==> config.mk <==
export PLATFORM = sky130hd
export DESIGN_NAME = imm_decode_stage
export DESIGN_NICKNAME = d
export VERILOG_FILES = /design/src/rtl/imm_decode_stage.sv
export SDC_FILE = /design/constraint.sdc
export NUM_CORES = 1
export LEC_CHECK = 0
export BUFFER_PORTS_ARGS = -buffer_cell sky130_fd_sc_hd__buf_2
export CORE_MARGIN = 5
export CORE_UTILIZATION = 40
export CTS_CLUSTER_SIZE = 40
export DETAILED_ROUTE_END_ITERATION = 6
export RECOVER_POWER = 25
export SLEW_MARGIN = 20
export SYNTH_ARGS = -nofsm -noshare
export SYNTH_HDL_FRONTEND = slang
export SYNTH_SLANG_ARGS = --single-unit
==> constraint.sdc <==
create_clock -name clk -period 2.9 [get_ports clk]
set_clock_uncertainty 0.05 [all_clocks]
set_input_delay 0.87 -clock clk [delete_from_list [all_inputs] [get_ports clk]]
set_output_delay 0.87 -clock clk [all_outputs]
set_load 0.01 [all_outputs]
==> src/rtl/imm_decode_stage.sv <==
// imm_decode_stage
// ----------------
// Immediate-generation stage sitting between instruction fetch and
// decode/execute. Each accepted instruction is classified by immediate
// format, its immediate is sign- or zero-extended to XLEN, and ill-formed
// or unsupported encodings are flagged. The result is stored in a 2-entry
// buffer so that downstream back-pressure never reaches in_ready
// combinationally.
//
// Ports
//   clk           rising-edge clock
//   rst_n         synchronous active-low reset
//   flush         drop every buffered entry (and any push) this cycle
//   in_valid      upstream offers in_inst / in_pc
//   in_ready      buffer has room (count < 2), taken from registers only
//   in_inst       32-bit instruction word
//   in_pc         XLEN-bit instruction address
//   out_valid     head entry is valid (count != 0)
//   out_ready     downstream consumes the head entry
//   out_inst      head instruction
//   out_pc        head pc
//   out_imm       extended immediate of the head entry
//   out_imm_type  0 NONE, 1 I, 2 S, 3 B, 4 U, 5 J, 6 Z (CSR zimm)
//   out_illegal   head entry is unsupported or ill-formed
module imm_decode_stage #(
    parameter int XLEN     = 32,
    parameter int RV64_OPS = 0
) (
    input  logic            clk,
    input  logic            rst_n,
    input  logic            flush,
    input  logic            in_valid,
    output logic            in_ready,
    input  logic [31:0]     in_inst,
    input  logic [XLEN-1:0] in_pc,
    output logic            out_valid,
    input  logic            out_ready,
    output logic [31:0]     out_inst,
    output logic [XLEN-1:0] out_pc,
    output logic [XLEN-1:0] out_imm,
    output logic [2:0]      out_imm_type,
    output logic            out_illegal
);

    localparam logic [2:0] imm_none = 3'd0;
    localparam logic [2:0] imm_i    = 3'd1;
    localparam logic [2:0] imm_s    = 3'd2;
    localparam logic [2:0] imm_b    = 3'd3;
    localparam logic [2:0] imm_u    = 3'd4;
    localparam logic [2:0] imm_j    = 3'd5;
    localparam logic [2:0] imm_z    = 3'd6;

    // The 32-bit word-operation opcodes only exist on a 64-bit datapath.
    localparam bit rv64_en = (RV64_OPS != 0) && (XLEN == 64);

    typedef struct packed {
        logic [XLEN-1:0] imm;
        logic [2:0]      imm_type;
        logic            illegal;
    } dec_t;

    typedef struct packed {
        logic [31:0]     inst;
        logic [XLEN-1:0] pc;
        dec_t            dec;
    } entry_t;

    // Classify the immediate format and build the extended immediate.
    // The immediate is first assembled as a 32-bit value (already sign-
    // extended within 32 bits where applicable), then widened to XLEN
    // either by sign or zero extension.
    function automatic dec_t decode(input logic [31:0] inst);
        dec_t        d;
        logic [31:0] raw;
        logic        sx;
        logic [2:0]  f3;
        d.imm_type = imm_none;
        d.illegal  = 1'b0;
        raw        = 32'd0;
        sx         = 1'b0;
        f3         = inst[14:12];
        if (inst[1:0] != 2'b11) begin
            d.illegal = 1'b1;
        end else begin
            case (inst[6:0])
                7'h33: d.imm_type = imm_none;
                7'h3B: d.illegal = !rv64_en;
                7'h13, 7'h03, 7'h67, 7'h0F: begin
                    d.imm_type = imm_i;
                    raw        = {{20{inst[31]}}, inst[31:20]};
                    sx         = 1'b1;
                end
                7'h1B: begin
                    if (rv64_en) begin
                        d.imm_type = imm_i;
                        raw        = {{20{inst[31]}}, inst[31:20]};
                        sx         = 1'b1;
                    end else begin
                        d.illegal = 1'b1;
                    end
                end
                7'h23: begin
                    d.imm_type = imm_s;
                    raw        = {{20{inst[31]}}, inst[31:25], inst[11:7]};
                    sx         = 1'b1;
                end
                7'h63: begin
                    d.imm_type = imm_b;
                    raw        = {{19{inst[31]}}, inst[31], inst[7], inst[30:25],
                                  inst[11:8], 1'b0};
                    sx         = 1'b1;
                end
                7'h37, 7'h17: begin
                    d.imm_type = imm_u;
                    raw        = {inst[31:12], 12'd0};
                    sx         = 1'b1;
                end
                7'h6F: begin
                    d.imm_type = imm_j;
                    raw        = {{11{inst[31]}}, inst[31], inst[19:12], inst[20],
                                  inst[30:21], 1'b0};
                    sx         = 1'b1;
                end
                7'h73: begin
                    // funct3=100 must be tested before the zimm forms (1xx).
                    if (f3 == 3'b100) begin
                        d.illegal = 1'b1;
                    end else if (f3[2]) begin
                        d.imm_type = imm_z;
                        raw        = {27'd0, inst[19:15]};
                    end else if (f3 != 3'b000) begin
                        // CSR address is an unsigned 12-bit index.
                        d.imm_type = imm_i;
                        raw        = {20'd0, inst[31:20]};
                    end else begin
                        d.imm_type = imm_none;
                    end
                end
                default: d.illegal = 1'b1;
            endcase
        end
        d.imm = sx ? XLEN'($signed(raw)) : XLEN'(raw);
        return d;
    endfunction

    logic [1:0] count_r, count_s;
    entry_t     e0_r, e1_r, e0_s, e1_s;
    entry_t     new_s;
    logic       push_s, pop_s;

    // Buffer next-state: e0 is always the head; e1 only holds the second entry.
    always_comb begin
        count_s    = count_r;
        e0_s       = e0_r;
        e1_s       = e1_r;
        new_s.inst = in_inst;
        new_s.pc   = in_pc;
        new_s.dec  = decode(in_inst);
        push_s     = in_valid && (count_r < 2'd2) && !flush;
        pop_s      = (count_r != 2'd0) && out_ready;
        if (flush) begin
            // Entries are left untouched so outputs keep their last values.
            count_s = 2'd0;
        end else begin
            case (count_r)
                2'd0: begin
                    if (push_s) begin
                        e0_s    = new_s;
                        count_s = 2'd1;
                    end else begin
                        count_s = 2'd0;
                    end
                end
                2'd1: begin
                    if (push_s && pop_s) begin
                        e0_s    = new_s;
                        count_s = 2'd1;
                    end else if (pop_s) begin
                        count_s = 2'd0;
                    end else if (push_s) begin
                        e1_s    = new_s;
                        count_s = 2'd2;
                    end else begin
                        count_s = 2'd1;
                    end
                end
                2'd2: begin
                    if (pop_s) begin
                        e0_s    = e1_r;
                        count_s = 2'd1;
                    end else begin
                        count_s = 2'd2;
                    end
                end
                default: count_s = 2'd0;
            endcase
        end
    end

    // Buffer state registers with synchronous reset.
    always_ff @(posedge clk) begin
        if (!rst_n) begin
            count_r <= 2'd0;
            e0_r    <= '0;
            e1_r    <= '0;
        end else begin
            count_r <= count_s;
            e0_r    <= e0_s;
            e1_r    <= e1_s;
        end
    end

    assign in_ready     = (count_r < 2'd2);
    assign out_valid    = (count_r != 2'd0);
    assign out_inst     = e0_r.inst;
    assign out_pc       = e0_r.pc;
    assign out_imm      = e0_r.dec.imm;
    assign out_imm_type = e0_r.dec.imm_type;
    assign out_illegal  = e0_r.dec.illegal;

endmodule
==> results.yml <==
setup_path:
  arrival_ns: 2.93
  worstPathCellList: "clkbuf_1 > nor2_1 > and2_0 > and3b_4 > clkbuf_2 > o211ai_1 > a21boi_0"
  crit_type: "input pin to register"
  crit_path_top_delay_cell: "clkbuf_2"
  cp_slowest_stage_delay_ns: 0.96
  cp.buffers_inverters: 2
  end_kind: "register"
  cp-start-kind: "input pin"
  worstPathRequired_ns: 3.29
  crit_family: "buffers and inverters"
  worstPathMaxFanout: 60
synth:
  syn_area_sq_um: 8730
  synth_area_leaders: "dfxtp_1 (46%), nand2_1 (12%), o211a_1 (7.3%)"
  synth.distinct_cells: 55
  yosysWarnings: 0
  seq_area_frac_synth: 0.463
  ys.flop_type: "dfxtp_1"
  synth_area_leader_cell: "dfxtp_1"
  synth_top_area_frac: 0.463
  async_reset_ff_frac: 0
  ys_ff_latch: 202
  synth_cells: 1055
  synth_edf_count: 0
  synth_nets: 1126
  syn_area_per_cell_sq_um: 8.27
finish:
  finish.cell_count_without_fillers: 1480
  fin_util: 0.489
  fin_area_sq_um: 10600
  drive_gt1_frac: 0.195
  area_growth_pct: 21.2
  insertedDiodeCount: 0
  final_net_count: 1256
clock_tree:
  clkSlewWorstSetupHoldPaths_ns: 0.06
  clk_path_buf_depth: 3
  cts_resized: 0
  htreeDepth: 1
  insertion_delay_ns: 0.51
  cts_root_buffer: "clkbuf_16"
  cts.sinks: 202
  cts_tree: "built"
  cts_buffers: 24
  postCtsSetupRepairBufs: 0
  hold_buffers: 0
sta:
  period_needed_ns: 2.54
  finalSetupTns_ns: 0
  rsz0062_at_grt: "false"
  setup_viol: 0
  max_slew.worst_pin.slew_ns: 1.31
  post-route-period-util: 0.877
  holdWs_ns: 0.403
  max_freq_mhz: 393
  fin_ws_ns: 0.358
  finalHoldViolations: 0
  slew_headroom: 0.126
  final_max_slew_viol_count: 0
grt:
  grt_pass1_wl_microns: 40700
  grt_overflow: 0
  grt_pass1_vias: 7587
  grt_max_degree: 80
  antenna_found_initial: 0
  gr-usage-all-layers: 0.196
pwr:
  ir_drop_uv: 411
  power_mw: 6.45
  p_leak_nw: 4.73
  p_per_area_nw_per_um2: 609
die:
  start_util: 0.404
  die_w_microns: 158
  fp.dieH_microns: 158
  rows: 54
  die-area_sq_um: 24900
  placeableCoreArea_sq_um: 21600
  io_pins: 171
run:
  max_cap_viol_count: 0
status:
  status: "finished, final reports clean"
placed_design:
  gp_congestion: 0.802
  dp.final_hpwl_microns: 16400
  place_ws_ns: 0.0323
  dp_cells: 1439
  post_dp_cell_area_sq_um: 9880
  port_buffers: 170
detailed_routing:
  wirelength_microns: 25300
  drc: 0
  wire_per_inst_microns: 17.1
  drt-initial-drc-count: 467
  drtAntennaViolNets: 0
  dr_total_vias: 7927
  vias_per_cell: 5.36
  firstDrtPassIters: 7
min_path:
  min_path_type: "register to register"
## synthesized netlist by cell type (all sizes together) (2+ instances only)
cell type	instances
a21boi	66
nand2	283
and3	3
ha	2
a22o	4
o22ai	2
a22oi	5
mux2	3
o211ai	30
nor4	2
o21a	4
buf	46
and2	2
a21oi	72
nand4b	2
nand2b	3
nor3	3
nor2b	4
nor3b	2
clkbuf	49
a221oi	2
nor2	16
a21o	2
or3	25
a32oi	2
o21ai	50
nand3	86
dfxtp	202
inv	4
o211a	64
a31oi	2
## flip-flops by register name, summed over array words and instances (netlist names)
name,cells
e1_r,100
out_imm,32
out_inst,32
out_pc,32
out_imm_type,3
count_r,2
out_illegal,1
## worst paths after layout
check | startpoint | end | slack (ns) | cells after the start
max reg2reg | count_r[1] | e1_r[2] | 0.43 | 6
min | e1_r[41] | e1_r[41] | 0.40 | 2
max | flush | e1_r[2] | 0.36 | 7
min reg2reg | e1_r[41] | e1_r[41] | 0.40 | 2
## routing by layer
metal	GRT usage	routed length, microns	part of all wire	vias up
li1	-	-	-	3954
met1	0.286	12000	0.48	3709
met2	0.302	11200	0.44	224
met3	0.0298	1560	0.062	40
met4	0.0545	545	0.022	0
met5	0	0	0	-
## power by group
| part | switching, mW | internal [mW] |
|---|---|---|
| combinational | 0.362 | 0.252 |
| sequential | 0.0594 | 2.88 |
| clock | 1.16 | 1.73 |
| total | 1.58 | 4.86 |
## cells by family after synthesis
| family | synth area share |
|---|---|
| buffers and inverters | 0.0525 |
| adder cells (fa/ha/maj) | 0.00287 |
| AND/OR/NAND/NOR | 0.218 |
| flip-flops | 0.463 |
| multiplexers | 0.00387 |
| AO/OA/AOI/OAI | 0.259 |
## layout by cell type (no fill, tap or decap), types with 5 or more instances in the layout
cell       instances
nand2_1          283
dfxtp_1          202
buf_2            150
nand3_1           86
a21oi_1           66
o211a_1           64
a21boi_0          56
o21ai_0           32
o211ai_1          30
or3_1             25
clkbuf_16         25
clkbuf_1          25
o21ai_1           17
buf_4             17
nor2_1            15
a21boi_1          10
buf_12            10
a21oi_2            6
clkinv_2           6
a22oi_1            5
## final cells by class
cell class,count,area [sq um]
clock inverter,8,68.8
sequential,202,4040
timing repair buffer,199,1170
multi-input combinational,754,4250
inverter,4,15.0
fill,2153,11000
clock buffer,33,686
tap,280,350
## worst register-to-register path: cells and delay by family, from the launching register on
kind / cells / cell delay, ns
AND/OR/NAND/NOR: 3 / 0.59
buffers and inverters: 1 / 0.96
AO/OA/AOI/OAI: 2 / 0.44
flip-flops: 1 / 0.37
No activity file was read; power rests on OpenSTA's default activity.
